**config.mk**
```make
export PLATFORM = sky130hd
export DESIGN_NAME = arb_mux_pipe
export DESIGN_NICKNAME = d
export VERILOG_FILES = /design/src/rtl/mux_pkg.sv /design/src/rtl/skid_buffer.sv /design/src/rtl/arb_mux_pipe.sv
export SDC_FILE = /design/constraint.sdc
export NUM_CORES = 1
export LEC_CHECK = 0
export BUFFER_PORTS_ARGS = -buffer_cell sky130_fd_sc_hd__buf_2
export CAP_MARGIN = 20
export CELL_PAD_IN_SITES_DETAIL_PLACEMENT = 1
export CELL_PAD_IN_SITES_GLOBAL_PLACEMENT = 2
export CORE_MARGIN = 4
export CORE_UTILIZATION = 32
export CTS_BUF_LIST = sky130_fd_sc_hd__clkbuf_8
export DETAILED_ROUTE_END_ITERATION = 7
export GPL_ROUTABILITY_DRIVEN = 0
export HOLD_SLACK_MARGIN = 0.05
export PLACE_DENSITY_LB_ADDON = 0.1
export SYNTH_ARGS = -nofsm -noshare
export SYNTH_HDL_FRONTEND = slang
export SYNTH_SLANG_ARGS = --single-unit
```
**constraint.sdc**
```tcl
create_clock -name clk -period 4 [get_ports clk]
set_input_delay 0.8 -clock clk [delete_from_list [all_inputs] [get_ports clk]]
set_output_delay 0.8 -clock clk [all_outputs]
set_load 0.02 [all_outputs]
```
**src/rtl/mux_pkg.sv**
```systemverilog
// Shared types and helpers for the registered arbitrating multiplexer.
package mux_pkg;

    typedef enum logic {
        MODE_SEL = 1'b0,
        MODE_RR  = 1'b1
    } mode_e;

    // Upper bound on channel count the round-robin helper can scan.
    localparam int RR_MAX_IN = 32;
    localparam int RR_IDX_W  = 5;

    typedef struct packed {
        logic                found;
        logic [RR_IDX_W-1:0] index;
    } rr_pick_t;

    // First valid channel at or after ptr, wrapping modulo num.
    function automatic rr_pick_t rr_pick(input logic [RR_MAX_IN-1:0] valid,
                                         input int ptr,
                                         input int num);
        rr_pick_t res;
        int       idx;
        res = '0;
        for (int k = 0; k < RR_MAX_IN; k++) begin
            if (k < num) begin
                idx = ptr + k;
                if (idx >= num) begin
                    idx = idx - num;
                end
                if (!res.found && valid[idx[RR_IDX_W-1:0]]) begin
                    res.found = 1'b1;
                    res.index = idx[RR_IDX_W-1:0];
                end
            end
        end
        return res;
    endfunction

endpackage

```
**src/rtl/skid_buffer.sv**
```systemverilog
// Two-entry FIFO with a registered in_ready, so upstream ready never
// depends combinationally on out_ready.
module skid_buffer #(
    parameter int WIDTH = 8
) (
    input  logic             clk,
    input  logic             rst_n,
    input  logic [WIDTH-1:0] in_data,
    input  logic             in_valid,
    output logic             in_ready,
    output logic [WIDTH-1:0] out_data,
    output logic             out_valid,
    input  logic             out_ready
);

    logic [WIDTH-1:0] mem0;
    logic [WIDTH-1:0] mem1;
    logic             rd_ptr;
    logic             wr_ptr;
    logic [1:0]       count;
    logic [1:0]       count_next;
    logic             rdy_q;
    logic             push;
    logic             pop;

    assign in_ready  = rdy_q;
    assign out_valid = (count != 2'd0);
    assign out_data  = rd_ptr ? mem1 : mem0;
    assign push      = in_valid && rdy_q;
    assign pop       = out_valid && out_ready;

    // Occupancy after this cycle's push/pop.
    always_comb begin
        count_next = count;
        if (push && !pop) begin
            count_next = count + 2'd1;
        end else if (pop && !push) begin
            count_next = count - 2'd1;
        end
    end

    // Storage, pointers and the registered ready (held low through reset).
    always_ff @(posedge clk or negedge rst_n) begin
        if (!rst_n) begin
            mem0   <= '0;
            mem1   <= '0;
            rd_ptr <= 1'b0;
            wr_ptr <= 1'b0;
            count  <= 2'd0;
            rdy_q  <= 1'b0;
        end else begin
            if (push) begin
                if (wr_ptr) begin
                    mem1 <= in_data;
                end else begin
                    mem0 <= in_data;
                end
                wr_ptr <= ~wr_ptr;
            end
            if (pop) begin
                rd_ptr <= ~rd_ptr;
            end
            count <= count_next;
            rdy_q <= (count_next < 2'd2);
        end
    end

endmodule

```
**src/rtl/arb_mux_pipe.sv**
```systemverilog
// N-input registered mux: explicit-select or round-robin grant feeding a
// two-entry skid buffer that carries {source index, data}.
module arb_mux_pipe
    import mux_pkg::*;
#(
    parameter  int DATA_WIDTH = 32,
    parameter  int NUM_IN     = 4,
    localparam int SEL_W      = $clog2(NUM_IN)
) (
    input  logic                         clk,
    input  logic                         rst_n,
    input  logic [NUM_IN*DATA_WIDTH-1:0] in_data,
    input  logic [NUM_IN-1:0]            in_valid,
    output logic [NUM_IN-1:0]            in_ready,
    input  logic                         mode,
    input  logic [SEL_W-1:0]             sel,
    output logic [DATA_WIDTH-1:0]        out_data,
    output logic [SEL_W-1:0]             out_src,
    output logic                         out_valid,
    input  logic                         out_ready
);

    logic                  grant_found;
    logic [SEL_W-1:0]      grant_idx;
    logic [DATA_WIDTH-1:0] grant_data;
    logic [SEL_W-1:0]      rr_ptr;
    logic                  buf_ready;
    logic                  push;
    rr_pick_t              rr_res;
    logic [SEL_W+DATA_WIDTH-1:0] buf_out;

    assign rr_res = rr_pick(RR_MAX_IN'(in_valid), int'(rr_ptr), NUM_IN);

    // Grant selection; sel values past the last channel match nothing.
    always_comb begin
        grant_found = 1'b0;
        grant_idx   = '0;
        for (int i = 0; i < NUM_IN; i++) begin
            if (mode_e'(mode) == MODE_RR) begin
                if (rr_res.found && rr_res.index == RR_IDX_W'(i)) begin
                    grant_found = 1'b1;
                    grant_idx   = SEL_W'(i);
                end
            end else begin
                if (sel == SEL_W'(i) && in_valid[i]) begin
                    grant_found = 1'b1;
                    grant_idx   = SEL_W'(i);
                end
            end
        end
    end

    // Slice out the granted channel's data and drive the one-hot ready.
    always_comb begin
        grant_data = '0;
        in_ready   = '0;
        for (int i = 0; i < NUM_IN; i++) begin
            if (grant_idx == SEL_W'(i)) begin
                grant_data  = in_data[i*DATA_WIDTH +: DATA_WIDTH];
                in_ready[i] = buf_ready && grant_found;
            end
        end
    end

    assign push = grant_found && buf_ready;

    // Round-robin pointer advances past the winner only on RR-mode pushes.
    always_ff @(posedge clk or negedge rst_n) begin
        if (!rst_n) begin
            rr_ptr <= '0;
        end else if (push && mode_e'(mode) == MODE_RR) begin
            rr_ptr <= (grant_idx == SEL_W'(NUM_IN-1)) ? '0 : grant_idx + SEL_W'(1);
        end
    end

    skid_buffer #(
        .WIDTH(SEL_W + DATA_WIDTH)
    ) u_buf (
        .clk      (clk),
        .rst_n    (rst_n),
        .in_data  ({grant_idx, grant_data}),
        .in_valid (grant_found),
        .in_ready (buf_ready),
        .out_data (buf_out),
        .out_valid(out_valid),
        .out_ready(out_ready)
    );

    assign out_src  = buf_out[SEL_W+DATA_WIDTH-1:DATA_WIDTH];
    assign out_data = buf_out[DATA_WIDTH-1:0];

endmodule

```
### Yosys cells after proc, flatten, opt, wreduce, memory -nomap -nowiden

Cells that the tools add are included.

* bitwise operators: 2
* multiplexer cells: 49
* $lt $le $gt $ge: 9
* eq/ne operators: 9
* shift-type cells: 0
* add/subtract/negate cells: 10
* div/mod/pow operators: 0
* multiply operators: 0
* reduce and logical (&&, ||, !) cells: 27

Operators with widths (number)
* 32-bit two-way mux: 4
* 34-bit two-way mux: 1
* 5-bit by 6-bit less-than comparator with 1-bit output (second input constant): 4
* 6-bit two-way mux: 4
* 1-bit two-way mux: 22
* 1-bit binary-select mux with 5-bit select: 4
* 2-bit two-way mux: 10
* 5-bit two-way mux: 4
* 1-bit logical AND: 16
* 3-bit by 3-bit subtractor with 4-bit output (second input constant): 3
* 5-bit by 2-bit equality test with 1-bit output (second input constant): 2
* 3-bit >= comparator (second input constant): 3
* 2-bit equality test (second input constant): 4
* 2-bit by 2-bit adder with 3-bit output (second input constant): 2
* 5-bit by 1-bit equality test with 1-bit output (second input constant): 1
* 1-bit logical NOT: 5
* 5-bit logical NOT: 1
* 2-bit by 1-bit adder with 2-bit output (second input constant): 2
* 2-bit by 1-bit equality test with 1-bit output (second input constant): 2
* 2-bit logical NOT: 2
* 2-bit AND reduction: 2
* 2-bit by 3-bit subtractor with 4-bit output (second input constant): 1
* 2-bit by 1-bit adder with 3-bit output (second input constant): 1
* 2-bit by 3-bit >= comparator with 1-bit output (second input constant): 1
* 4 further kinds: 5

* memories kept: 0
* latch bits: 0
* output and inout port bits: 39
* register bits after elaboration: 75
* ROM bits: 0
* logic and storage cells: 113
* bits in writable memories: 0
* bits of input ports: 138

### Longest topological paths before layout

* word-level depth: 30
* gate-level depth with buffers: 16
* depth with buffers taken out: 13

### Modules after synthesis

Synthesis repeated with hierarchy kept, for this count alone.

* cell total of the unflattened synthesis: 454
* area total of the unflattened synthesis: 4918.5 um2

Modules (own cells, without submodules)
* skid_buffer: times used 1, cells each 207, area an instance 3460.8 um2
* arb_mux_pipe: times used 1, cells each 247, area an instance 1457.6 um2

### Least setup slack after synthesis

OpenSTA, ideal clock, no wires.

* kind: flip-flop to output port
* start: register rr_ptr[0]
* end: output port in_ready[3]
* data arrival time: 3.106 ns
* slack: 0.094 ns
* cell stages (with the launch flop): 13
* path buffers: 4
* cells stage by stage: dfrtp_1 buf_4 inv_1 ha_1 buf_2 nor4b_1 or3_1 a211oi_1 a2bb2oi_1 ha_1 clkbuf_1 clkbuf_1 and2_1

* elaborated cells on any way between the ends: 63
* those cells by class: add/sub: 7; order compare: 4; eq/ne: 4; mux: 36; reduce/logical: 12

RTL lines
* start: declaration: line arb_mux_pipe.sv:26 `logic [SEL_W-1:0] rr_ptr;`
* start signal: assignment: line arb_mux_pipe.sv:72 `rr_ptr <= (grant_idx == SEL_W'(NUM_IN-1)) ? '0 : grant_idx + SEL_W'(1);`
* parallel branches: the longest is 13 deep, another holds 3-bit by 3-bit subtractor with 4-bit output
* 6-bit two-way mux (*): line mux_pkg.sv:31 `if (!res.found && valid[idx[RR_IDX_W-1:0]]) begin`
* 5-bit by 2-bit equality test with 1-bit output: line arb_mux_pipe.sv:40 `if (rr_res.found && rr_res.index == RR_IDX_W'(i)) begin`
* 1-bit logical AND: line arb_mux_pipe.sv:40
* 2-bit two-way mux: line arb_mux_pipe.sv:40
* 2-bit two-way mux: line arb_mux_pipe.sv:39 `if (mode_e'(mode) == MODE_RR) begin`
* 2-bit two-way mux (on tied branches): line arb_mux_pipe.sv:45, arb_mux_pipe.sv:40
* 2-bit two-way mux (*): line arb_mux_pipe.sv:39
* named net grant_idx[1]: line arb_mux_pipe.sv:24 `logic [SEL_W-1:0] grant_idx;`
* 2-bit equality test (*): line arb_mux_pipe.sv:58 `if (grant_idx == SEL_W'(i)) begin`
* 1-bit two-way mux (*): line arb_mux_pipe.sv:58
* end: declaration: line arb_mux_pipe.sv:14 `output logic [NUM_IN-1:0] in_ready,`

Mark *: on every way through the listed nets, which the timed path passes. The select of a mux whose other input is x is not followed.

### Worst setup path after layout

* start: register rr_ptr[1]
* end: output port in_ready[2]

* longest elaborated chain between the ends: 26
* elaborated cells on any way between the ends: 63
* those cells by class: add/sub: 7; order compare: 4; eq/ne: 4; mux: 36; reduce/logical: 12

RTL lines
* parallel branches: the longest is 13 deep, another holds 3-bit by 3-bit subtractor with 4-bit output
* 6-bit two-way mux (*): line mux_pkg.sv:31
* 5-bit logical NOT: line arb_mux_pipe.sv:40
* 1-bit logical AND: line arb_mux_pipe.sv:40
* 1-bit two-way mux: line arb_mux_pipe.sv:40
* 1-bit two-way mux: line arb_mux_pipe.sv:39
* 1-bit two-way mux (on tied branches): line arb_mux_pipe.sv:45, arb_mux_pipe.sv:40
* 1-bit two-way mux: line arb_mux_pipe.sv:39
* 1-bit two-way mux (on tied branches): line arb_mux_pipe.sv:45, arb_mux_pipe.sv:40
* 1-bit two-way mux: line arb_mux_pipe.sv:39
* 1-bit two-way mux (on tied branches): line arb_mux_pipe.sv:45, arb_mux_pipe.sv:40
* 1-bit two-way mux: line arb_mux_pipe.sv:39
* 1-bit logical AND: line arb_mux_pipe.sv:60 `in_ready[i] = buf_ready && grant_found;`
* 1-bit two-way mux (*): line arb_mux_pipe.sv:58

Mark *: on every way between the ends. The select of a mux whose other input is x is not followed.

==> reports/summary.txt <==
=========================================================================================
Pin slew with the least headroom to its limit                                    945.5 ps
Die height                                                                       131.2 um
Fraction of power consumed by sequential logic                                      26.2%
Total number of placement rows                                                         44
Net switching fraction of the power                                                42.32%
Cell area after layout                                                           6118 um2
Setup TNS                                                                            0 ps
Number of buffers on the longest clock path                                             2
Total Nets Final                                                                      744
Proportion of register bits with asynchronous set or reset after synthesis         100.0%
Via total after detailed routing                                                    4,009
Total clock buffers created by CTS                                                      9
Total Routing Usage GR                                                             16.94%
Number of instances in the placed design                                              768
Unrepaired setup endpoints after global routing                                     false
Total congestion overflow after global routing                                          0
Data required time of the critical path                                           3200 ps
Detail-routed net length per standard cell                                       18.40 um
Count of maximum capacitance violations                                                 0
Number of nets in the synthesized netlist                                             581
Switching component of the power                                                 2.268 mW
Remaining routing DRC violations                                                        0
Per-instance average area after synthesis                                       11.21 um2
R2R setup slack                                                                    500 ps
Share of final-layout standard cells stronger than drive strength 1                53.43%
Post-synthesis cell area                                                         4855 um2
Clock sink count                                                                       75
Clock share of power                                                                 9.0%
Top cells by area in the synthesized netlist                                 dfrtp_1, mux2_2, mux2_4
Reported leakage power                                                           2.872 nW
Worst-path clk slew                                                                 70 ps
Via/cell ratio                                                                      5.127
Sum of net half-perimeters after detailed placement                             10,430 um
Final hold vios                                                                         0
First-pass GRT wire length                                                      23,670 um
Main flop type after synthesis                                                    dfrtp_1
Sequential cell area fraction in the yosys report                                  38.66%
# Post-CTS Setup Buffers                                                                0
Clock Root Buffer                                                                clkbuf_8
Hold-fix buffers at CTS                                                                 0
Gate count of the mapped netlist                                                      433
P&R area growth vs syn                                                             26.03%
Antenna violations before repair                                                        0
CTS resizes                                                                             0
Filler cell count in the final layout                                               1,679
Largest stage delay, worst path                                                    430 ps
Port-buffer cells                                                                     176
Share of the cycle needed by the critical path after routing                       93.49%
Number of global-route vias before repair                                           4,378
Leading area contributor after synthesis                                          dfrtp_1
Violation count after the first detailed-route iteration                              167
Pwr per Cell Area                                                            875.7 nW/um2
Combinational cell fraction of total power                                          64.8%
Post-synth EDFFs                                                                        0
Commonest cells post-synth                                                   dfrtp_1, mux2_2, nand2_1
Path class of the lowest-slack min-delay path                                input port to asynchronous set/reset pin
Largest net degree at the start of global routing                                      76
Total I/O pin count                                                                   177
Cells along the critical path                                                inv_1 > ha_2 > nor4bb_1 > or3_1 > o21ai_0 > a31oi_1 > buf_4 > ha_2 > and2_1 > buf_2
WP buf/inv                                                                              3
Number of cells in the finished layout apart from fillers                             782
Die X-Extent                                                                     131.2 um
WP data arrival                                                                   2940 ps
Max Fclk                                                                        267.4 MHz
Cell with the biggest individual delay on the critical path                       dfrtp_2
Max-slew violations                                                                     0
Count of distinct cell types in the synthesized netlist                                45
Worst vdd ir                                                                    0.3160 mV
Initial Util                                                                       33.03%
Number of synthesized register bits                                                    75
Yosys warning total                                                                     0
Path type of the worst setup path                                            flip-flop to output pin
Library cell appearing most often on the critical path                               ha_2
Die area                                                                       17,210 um2
First drt pass iteration count                                                          4
Standard cell core area                                                        14,700 um2
TritonCTS clock tree                                                                built
Source-to-sink clock delay at the later pin of the worst-skew pair                 350 ps
Max-slew headroom                                                                  36.97%
Maximum fanout along the worst path                                                     9
Total wire length after detailed routing                                        14,390 um
Portion of synthesized cell area occupied by the leading cell type                 38.66%
Most frequent cell after synthesis                                                dfrtp_1
Final number of setup-violating endpoints                                               0
Remaining antenna violation count after routing                                         0
Critical path startpoint category                                               flip-flop
Run status                                                                   finished clean
H-tree levels                                                                           3
Post-layout min period                                                            3740 ps
Final worst clock skew                                                           7.288 ps
Type of destination of the critical path                                       output pin
Internal portion of total power                                                  3.090 mW
Crit-path leading delay family                                               simple AND/OR/NAND/NOR gates
Post-Place Cell Area                                                             5921 um2
=========================================================================================
==> layer usage <==
| metal | part of all wire, % | track usage (%) | vias up | routed length [um] |
|---|---|---|---|---|
| met1 | 45 | 22.12 | 1939 | 6447 |
| met4 | 1.3 | 5.193 | 0 | 189 |
| li1 | - | - | 1929 | - |
| met2 | 48 | 27.53 | 126 | 6836 |
| met5 | 0 | 0 | - | 0 |
| met3 | 6.4 | 4.625 | 15 | 917 |
==> cells by family (layout without fill, tap and decap cells) <==
logic type               after synthesis  count (layout)  synth area share [%]
other                                  0               1                     0
AND/OR/NAND/NOR                       93              93                 10.15
AO/OA/AOI/OAI                         88              88                 14.07
flip-flops                            75              75                 38.66
buffers and inverters                 49             213                 4.691
adder cells (fa/ha/maj)               10              10                 2.577
XOR/XNOR                               2               2                0.3609
multiplexers                         116             116                 29.48
==> sequential cells by signal (all words and copies together), names as in the netlist, named ones only <==
register / flops
rr_ptr: 2
u_buf.count: 1
u_buf.in_ready: 1
u_buf.mem0: 34
u_buf.mem1: 34
u_buf.rd_ptr: 1
u_buf.wr_ptr: 1
==> power by group through the flow <==
stage	combinational, mW	sequential, mW	clock (mW)
final	3.47	1.41	0.482
after global routing	3.80	1.47	0.559
after CTS	3.53	1.41	0.513
after detailed placement	3.52	1.42	0
after global placement	3.44	1.40	0
after floorplan	2.67	1.28	0
==> layout by cell type, fill, tap and decap left out, drive strengths merged, types with 3 or more instances in the layout <==
master / count
buf: 191
mux2: 106
dfrtp: 75
nand2: 38
nor2b: 33
a221oi: 32
o31ai: 31
inv: 11
clkbuf: 10
ha: 10
a21oi: 8
mux2i: 8
and2: 5
o21ai: 4
nand3b: 3
nor3b: 3
==> final cells by class <==
| cell class | instances | area, um2 | area share (%) |
|---|---|---|---|
| Clock buffer | 10 | 137.6 | 2.249 |
| Antenna cell | 1 | 2.502 | 0.04090 |
| Timing Repair Buffer | 191 | 1041 | 17.01 |
| Tap cell | 184 | 230.2 | 3.763 |
| Inverter | 10 | 37.54 | 0.6135 |
| Sequential cell | 75 | 1879 | 30.72 |
| Multi-Input combinational cell | 309 | 2781 | 45.46 |
| Clock inverter | 2 | 8.758 | 0.1431 |
==> per-stage QoR <==
| stage | power [mW] | hold slack, ps | utilization, % | setup slack (ps) |
|---|---|---|---|---|
| 4_1_cts | 5.457 | 492.8 | 41.28 | 55.02 |
| 3_5_place_dp | 4.937 | 475.5 | 40.28 | 295.3 |
| 5_1_grt | 5.822 | 223.5 | 41.61 | 36.24 |
| 3_3_place_gp | 4.834 | 462.9 | 40.28 | 450.5 |
| 6_report | 5.358 | 254.5 | 41.62 | 260.4 |
| 2_1_floorplan | 3.953 | 454.1 | - | 93.87 |
==> final timing paths <==
| path | start | end | depth (start not counted) |
|---|---|---|---|
| worst max-delay path | rr_ptr[1] | in_ready[2] | 10 |
| worst min-delay path | rst_n | u_buf.mem0[16] | 1 |
| worst max register to register | rr_ptr[1] | u_buf.mem0[17] | 13 |
| worst min register to register | u_buf.mem0[20] | u_buf.mem0[20] | 1 |
| max in group asynchronous | rst_n | u_buf.mem0[7] | 2 |
| min in group clk | u_buf.mem0[20] | u_buf.mem0[20] | 1 |
(Power assumes the default switching activity.)
